[src/rtl/regfile_wport_arb.sv]
// regfile_wport_arb
//   Arbitrates the register file's single write port between the pipeline
//   writeback stage (fixed priority, never stalled by this block) and a
//   multi-cycle unit whose writes are buffered in a small FIFO until the
//   port is free. Also reports buffered pending writes to decode and
//   requests a pipeline stall when the FIFO head starves.
//
// Ports
//   clk, rst                       clock, synchronous active-high reset
//   pipe_we/pipe_waddr/pipe_wdata  writeback-stage write request
//   mcu_valid/mcu_ready            multi-cycle unit handshake
//   mcu_waddr/mcu_wdata            multi-cycle unit write payload
//   rf_we/rf_waddr/rf_wdata        register file write port
//   chk_addr_1/chk_addr_2          decode source registers to check
//   pend_hit_1/pend_hit_2          source has a buffered pending write
//   stall_req                      ask pipeline to hold off pipe_we
//   fifo_count                     occupied FIFO entries
//
// Handshake: an MCU write transfers on a posedge where mcu_valid and
// mcu_ready are both high. mcu_ready depends only on the registered
// occupancy, so it never depends on mcu_valid or on a same-cycle pop.
module regfile_wport_arb #(
  parameter int AW       = 5,
  parameter int DW       = 32,
  parameter int DEPTH    = 4,
  parameter int MAX_WAIT = 3
) (
  input  logic                     clk,
  input  logic                     rst,
  input  logic                     pipe_we,
  input  logic [AW-1:0]            pipe_waddr,
  input  logic [DW-1:0]            pipe_wdata,
  input  logic                     mcu_valid,
  output logic                     mcu_ready,
  input  logic [AW-1:0]            mcu_waddr,
  input  logic [DW-1:0]            mcu_wdata,
  output logic                     rf_we,
  output logic [AW-1:0]            rf_waddr,
  output logic [DW-1:0]            rf_wdata,
  input  logic [AW-1:0]            chk_addr_1,
  input  logic [AW-1:0]            chk_addr_2,
  output logic                     pend_hit_1,
  output logic                     pend_hit_2,
  output logic                     stall_req,
  output logic [$clog2(DEPTH):0]   fifo_count
);

  localparam int PW = $clog2(DEPTH);
  localparam int CW = PW + 1;
  localparam int WW = $clog2(MAX_WAIT + 1);

  logic [AW-1:0] addr_mem [DEPTH];
  logic [DW-1:0] data_mem [DEPTH];
  logic [PW-1:0] rd_ptr;
  logic [PW-1:0] wr_ptr;
  logic [CW-1:0] count;
  logic [WW-1:0] wait_cnt;
  logic [WW-1:0] wait_next;

  logic pipe_req;
  logic fifo_empty;
  logic push;
  logic pop;
  logic hit_1;
  logic hit_2;
  logic [PW-1:0] offs;

  assign fifo_count = count;

  always_comb begin
    pipe_req   = pipe_we && (pipe_waddr != '0);
    fifo_empty = (count == '0);
    mcu_ready  = !rst && (count < CW'(DEPTH));
    // Register-0 MCU writes complete the handshake but are never stored.
    push       = mcu_valid && mcu_ready && (mcu_waddr != '0);
    pop        = !rst && !pipe_req && !fifo_empty;

    rf_we    = 1'b0;
    rf_waddr = '0;
    rf_wdata = '0;
    if (!rst) begin
      if (pipe_req) begin
        rf_we    = 1'b1;
        rf_waddr = pipe_waddr;
        rf_wdata = pipe_wdata;
      end else if (!fifo_empty) begin
        rf_we    = 1'b1;
        rf_waddr = addr_mem[rd_ptr];
        rf_wdata = data_mem[rd_ptr];
      end
    end
  end

  // Wait counter: counts cycles the head is blocked, saturating.
  always_comb begin
    if (fifo_empty || pop) begin
      wait_next = '0;
    end else if (wait_cnt < WW'(MAX_WAIT)) begin
      wait_next = wait_cnt + WW'(1);
    end else begin
      wait_next = wait_cnt;
    end
  end

  // Hazard check: an entry is valid when its distance from the read
  // pointer is below the occupancy. The head being popped still counts.
  always_comb begin
    hit_1 = 1'b0;
    hit_2 = 1'b0;
    offs  = '0;
    for (int i = 0; i < DEPTH; i++) begin
      offs = PW'(i) - rd_ptr;
      if ({1'b0, offs} < count) begin
        if (addr_mem[i] == chk_addr_1) hit_1 = 1'b1;
        if (addr_mem[i] == chk_addr_2) hit_2 = 1'b1;
      end
    end
    pend_hit_1 = !rst && (chk_addr_1 != '0) && hit_1;
    pend_hit_2 = !rst && (chk_addr_2 != '0) && hit_2;
  end

  always_ff @(posedge clk) begin
    if (push) begin
      addr_mem[wr_ptr] <= mcu_waddr;
      data_mem[wr_ptr] <= mcu_wdata;
    end
  end

  always_ff @(posedge clk) begin
    if (rst) begin
      rd_ptr    <= '0;
      wr_ptr    <= '0;
      count     <= '0;
      wait_cnt  <= '0;
      stall_req <= 1'b0;
    end else begin
      if (push) wr_ptr <= wr_ptr + PW'(1);
      if (pop)  rd_ptr <= rd_ptr + PW'(1);
      case ({push, pop})
        2'b10:   count <= count + CW'(1);
        2'b01:   count <= count - CW'(1);
        default: count <= count;
      endcase
      wait_cnt <= wait_next;
      if (pop) begin
        stall_req <= 1'b0;
      end else if (wait_next == WW'(MAX_WAIT)) begin
        stall_req <= 1'b1;
      end
    end
  end

endmodule

[config.mk]
export PLATFORM = sky130hd
export DESIGN_NAME = regfile_wport_arb
export DESIGN_NICKNAME = d
export VERILOG_FILES = /design/src/rtl/regfile_wport_arb.sv
export SDC_FILE = /design/constraint.sdc
export NUM_CORES = 1
export LEC_CHECK = 0
export CAP_MARGIN = 20
export CORE_MARGIN = 4
export CORE_UTILIZATION = 50
export CTS_BUF_LIST = sky130_fd_sc_hd__clkbuf_8 sky130_fd_sc_hd__clkbuf_16
export CTS_CLUSTER_SIZE = 10
export DETAILED_ROUTE_END_ITERATION = 10
export PLACE_DENSITY = 0.75
export REMOVE_ABC_BUFFERS = 1
export SYNTH_ARGS = -nofsm -noshare
export SYNTH_HDL_FRONTEND = slang
export SYNTH_SLANG_ARGS = --single-unit
export TNS_END_PERCENT = 10
[constraint.sdc]
create_clock -name clk -period 4.1 [get_ports clk]
set_clock_uncertainty 0.05 [all_clocks]
set_input_delay 0.41 -clock clk [delete_from_list [all_inputs] [get_ports clk]]
set_output_delay 0.41 -clock clk [all_outputs]
set_load 0.05 [all_outputs]
Yosys cells after proc, flatten, opt, wreduce, memory -nomap -nowiden. Memory sizes are Yosys's and may differ from the RTL's. A register that Yosys moved wholly into a read port is not among the register bits. Cells that the tools add are included.

Add/sub/neg operators: 9. Multipliers: 0. Divide/modulo/power cells: 0. $lt $le $gt $ge: 6. Eq/ne operators: 11. Shift operators: 0. Multiplexer cells: 34. Bitwise operators: 0. Reduce and logical (&&, ||, !) cells: 21.

Operators by type and width (count): $mux W32 (3); $eq A5 B5 Y1 (8); $mux W1 (21); $reduce_bool A5 Y1 (4); $mux W5 (3); $lt A2 B3 Y1 (4); $mux W2 (6); $logic_and A1 B1 Y1 (10); $add A2 B1 Y2 const B (3); $pmux W3 S2 (1); $eq A2 B2 Y1 const B (2); $sub A1 B2 Y2 const A (2); $sub A2 B2 Y2 const A (2); $add A3 B1 Y3 const B (1); $logic_not A1 Y1 (3); $logic_not A3 Y1 (1); $lt A3 B3 Y1 const B (1); $sub A3 B1 Y3 const B (1); $eq A2 B1 Y1 const B (1); $lt A2 B2 Y1 const B (1); $reduce_bool A2 Y1 (1); $reduce_or A2 Y1 (1); $logic_or A1 B1 Y1 (1).

Register bits: 10. Latch bits: 0. RAM bits: 148. Bits in read-only memories: 0. Input bits: 88. Output and inout bits: 45. Word-level logic and storage cells: 88. Memories kept: 2.

Memories: data_mem (depth 4, bits a word 32, rd ports 1, clocked after Yosys merged registers in 1, write ports 1, RTL line 53) `logic [DW-1:0] data_mem [DEPTH];`; addr_mem (depth 4, bits a word 5, rd ports 5, clocked after Yosys merged registers in 1, write ports 1, RTL line 52) `logic [AW-1:0] addr_mem [DEPTH];`.

Depth between registers and ports, before layout.
Depth in word-level cells: 10. Mapped depth: 12. Gate-level depth less buffers: 10.

Worst setup path after synthesis. OpenSTA, ideal clock, no wires.

Path kind: register to output. From: reg count[1] (netlist: fifo_count[1]). To: out pend_hit_2. Arrival: 3.218 ns. Data required time: 3.640 ns. Slack: 0.422 ns. Cell stages (with the launch flop): 7. Buffers on the path: 0. Cell sequence: dfxtp_1 > inv_1 > ha_1 > a21oi_1 > nor2_1 > or4_1 > a311oi_1.

Word-level cells in the longest chain between the ends: 9. Elaborated cells on any way between the ends: 12. Classes of those cells: order compare: 4; mux: 7; reduce/logical: 1.

Ends and longest elaborated chain: start: declaration (RTL line 56) `logic [CW-1:0] count;`; start signal: assignment (RTL line 140) `2'b10: count <= count + CW'(1);`; start signal: assignment (RTL line 141) `2'b01: count <= count - CW'(1);`; start signal: assignment (RTL line 142) `default: count <= count;`; $lt A2 B3 Y1 (RTL line 113) `if ({1'b0, offs} < count) begin`; $mux W1 (RTL line 113); $mux W1 (RTL line 115) `if (addr_mem[i] == chk_addr_2) hit_2 = 1'b1;`; $mux W1 (RTL line 113); $mux W1 (RTL line 115); $mux W1 (RTL line 113); $mux W1 (RTL line 115); $mux W1 (*) (RTL line 113); $logic_and A1 B1 Y1 (*) (RTL line 119) `pend_hit_2 = !rst && (chk_addr_2 != '0) && hit_2;`; end: declaration (RTL line 43) `output logic pend_hit_2,`.

Every way passes the cells marked *; elsewhere a longest branch is shown, timed or not.

Final worst setup path.
From: reg rd_ptr[0]. To: out pend_hit_2.

Word-level cells in the longest chain between the ends: 10. Elaborated cells on any way between the ends: 16. Classes of those cells: add/sub: 4; order compare: 4; mux: 7; reduce/logical: 1.

Ends and longest elaborated chain: start: declaration (RTL line 54) `logic [PW-1:0] rd_ptr;`; start signal: assignment (RTL line 138) `if (pop) rd_ptr <= rd_ptr + PW'(1);`; $sub A1 B2 Y2 (RTL line 112) `offs = PW'(i) - rd_ptr;`; $lt A2 B3 Y1 (RTL line 113); $mux W1 (RTL line 113); $mux W1 (RTL line 115); $mux W1 (RTL line 113); $mux W1 (RTL line 115); $mux W1 (RTL line 113); $mux W1 (RTL line 115); $mux W1 (*) (RTL line 113); $logic_and A1 B1 Y1 (*) (RTL line 119).

Marks and branches as above.

==> impl_metrics.yaml <==
setup_path:
  crit_fanout: 6
  cp_slowest_cell: "clkdlybuf4s50_1"
  critical_path_class: "flip-flop to output pin"
  crit_chain: "xnor2_1 -> ha_1 -> a21oi_1 -> nor2_1 -> or4_1 -> a311oi_1 -> clkdlybuf4s50_1"
  required_ps: 3640
  start_kind: "flip-flop"
  r2r_end: "fifo_count[2]"
  r2r_start: "fifo_count[2]"
  max_stage_delay_ps: 850
  r2r_cells: 9
  rrSetupSlack_ps: 1720
  setup.worst_path.start: "rd_ptr[0]"
  end_kind: "output pin"
  critical_path_arrival_ps: 3160
clock_network:
  clk_path_buf_depth: 2
  ctsRootBufferMaster: "clkbuf_16"
  postCtsSetupBuffers: 0
  cts_resized: 0
  clkTransAtPathRegs_ps: 60
  cts-htree-levels: 4
  clkLatencyLatePin_ps: 400
  numCtsBuffers: 17
  cts_tree: "done"
  clkSinkCount: 160
  holdBufCountCts: 0
global_routing:
  grt_pass1_vias: 4227
  antenna_found_initial: 0
  grt_overflow: 0
  grt_max_degree: 38
  grt_pass1_wl_um: 22800
  grtUsageTotal: 0.187
pwr:
  leakage_nw: 2.99
  p_clk_frac: 0.344
  p_seq_frac: 0.486
  switching_power_mw: 0.980
  p_per_area_nw_per_um2: 435
  switching_share: 0.253
  cellInternalPower_mw: 2.89
  ir_worst_vdd_mv: 0.268
  p_comb_frac: 0.169
timing:
  whs_ps: 398
  grt_setup_unrepaired: "no"
  fmax_mhz: 276
  setup_tns_ps: 0
  fin_crit_ps: 3620
  drv_slew: 0
  slew_headroom: 0.369
  final_hold_viol_count: 0
  finalCritPeriodShare: 0.884
  tightestPinTransition_ps: 945
  finalSetupViolations: 0
worst_hold_path:
  holdCritStartpoint: "wait_cnt[0]"
  hold_depth: 1
  hp-class: "flip-flop to flip-flop"
  worstHoldEndpoint: "wait_cnt[0]"
drt:
  drt_iter0_drc: 326
  m1WireLength_um: 6110
  antenna_left: 0
  top_layer: "met4"
  num_vias: 3999
  drt_pass1_iterations: 4
  drc: 0
  wl_um: 14500
  via_per_inst: 5.51
  wl_met3_um: 1070
  wl_per_cell_um: 20.0
  wl_met2_um: 7180
layout:
  fin_nets: 635
  drive_gt1_frac: 0.211
  layout-area-overhead-vs-synth_pct: 27.5
  layout_commonest_cell: "edfxtp_1"
  diodes: 0
  final_cell_mix: "edfxtp_1, clkdlybuf4s50_1, buf_4"
floorplanning:
  io_pins: 133
  rows: 42
  core-area_um2: 13500
  die_w_um: 126
  start_util: 0.519
  fp.dieH_um: 126
  die-area_um2: 15900
yosys:
  ys_seq_elements: 160
  synth_warnings: 0
  synthSimpleGateAreaFrac: 0.0451
  synthDistinctLibCells: 38
  synth_cells: 406
  syn-cell-area_um2: 6990
  synthXorXnorAreaFrac: 0.0577
  synth_compound_area_frac: 0.0636
  synth_fa_ha_area_frac: 0.0190
  yosys_most_used_dff: "edfxtp_1"
  synth_top_family_by_area: "multiplexers"
  postSynth.asyncResetShare: 0
  synth_edf_count: 148
  synth.avg_cell_area_um2: 17.2
  seq_area_frac_synth: 0.670
  synth.mux.area_fraction: 0.119
placed_design:
  io_buffers: 132
  hpwl_um: 9640
  place.gp.congestion: 0.875
outcome:
  status: "completed"
flow_run:
  maxCapViolations: 0
## worst max-delay path: cells and delay by family (launching register included)
| family | cells | cell delay [ps] |
|---|---|---|
| AOI/OAI and AO/OA | 2 | 390 |
| DFF | 1 | 450 |
| adders and majority gates | 1 | 270 |
| buffers and inverters | 1 | 850 |
| xor gates and xnor gates | 1 | 180 |
| and+or+nand+nor | 2 | 610 |
## cells by family (layout without fill, tap and decap cells)
family | count (synthesis) | after routing
AOI/OAI and AO/OA | 56 | 56
xor gates and xnor gates | 46 | 46
adders and majority gates | 10 | 10
buffers and inverters | 38 | 182
DFF | 160 | 160
muxes | 37 | 37
and+or+nand+nor | 59 | 59
## synthesized netlist by cell type (2+ instances only)
cell      count  area [um2]
a21oi_1      12        60.1
a22o_1       33         289
a311oi_1      2        17.5
and2_1        4        25.0
buf_2         7        35.0
buf_6         3        33.8
clkbuf_1     17        63.8
dfxtp_1      12         240
edfxtp_1    148        4440
ha_1          9         113
inv_1        10        37.5
mux4_2       37         833
nand2_1       9        33.8
nand3_1       8        40.0
nand4_1       3        18.8
nor2_1       15        56.3
nor3_1        9        45.0
or3_1         2        12.5
or4_1         3        22.5
xnor2_1      21         184
xor2_1       25         219
## through the flow
step / cells / utilization / instance area [um2] / power, mW / setup slack (ps)
5_1_grt: 726 / 0.662 / 8910 / 4.03 / 259
2_1_floorplan: 378 / - / 6850 / 2.32 / 342
4_1_cts: 726 / 0.662 / 8910 / 3.91 / 466
6_report: 726 / 0.662 / 8910 / 3.87 / 476
3_3_place_gp: 694 / 0.625 / 8400 / 2.57 / 772
3_5_place_dp: 694 / 0.625 / 8400 / 2.58 / 734
## routing by layer
| layer | track usage | vias up |
|---|---|---|
| met5 | 0 | - |
| met4 | 0.0574 | 0 |
| met3 | 0.0533 | 11 |
| met2 | 0.308 | 147 |
| met1 | 0.244 | 1984 |
| li1 | - | 1857 |
## registers in the layout, indices dropped and copies added, names as in the netlist, named ones only
name / flops
data_mem: 128
addr_mem: 20
fifo_count: 3
rd_ptr: 2
wait_cnt: 2
wr_ptr: 2
stall_req: 1
## cell type report
class / count / area [um2]
timing repair buffer: 140 / 1320
sequential: 160 / 4690
clock inverter: 15 / 80.1
multi-input combinational: 208 / 2140
clock buffer: 17 / 425
inverter: 10 / 37.5
tap: 176 / 220
fill: 968 / 4540
## how the worst max path moves through the flow
stage                       end
floorplan           rf_waddr[4]
global placement     pend_hit_2
detailed placement  rf_waddr[4]
CTS                  pend_hit_2
global route         pend_hit_2
finish               pend_hit_2
## power groups by stage
stage	Clock (mW)	Sequential, mW	Combinational [mW]
floorplan	0	1.94	0.383
global placement	0	1.92	0.650
detailed placement	0	1.92	0.661
CTS	1.36	1.89	0.663
global route	1.44	1.89	0.700
finish	1.33	1.88	0.656
Note: power is estimated with default switching activity, not from simulation.
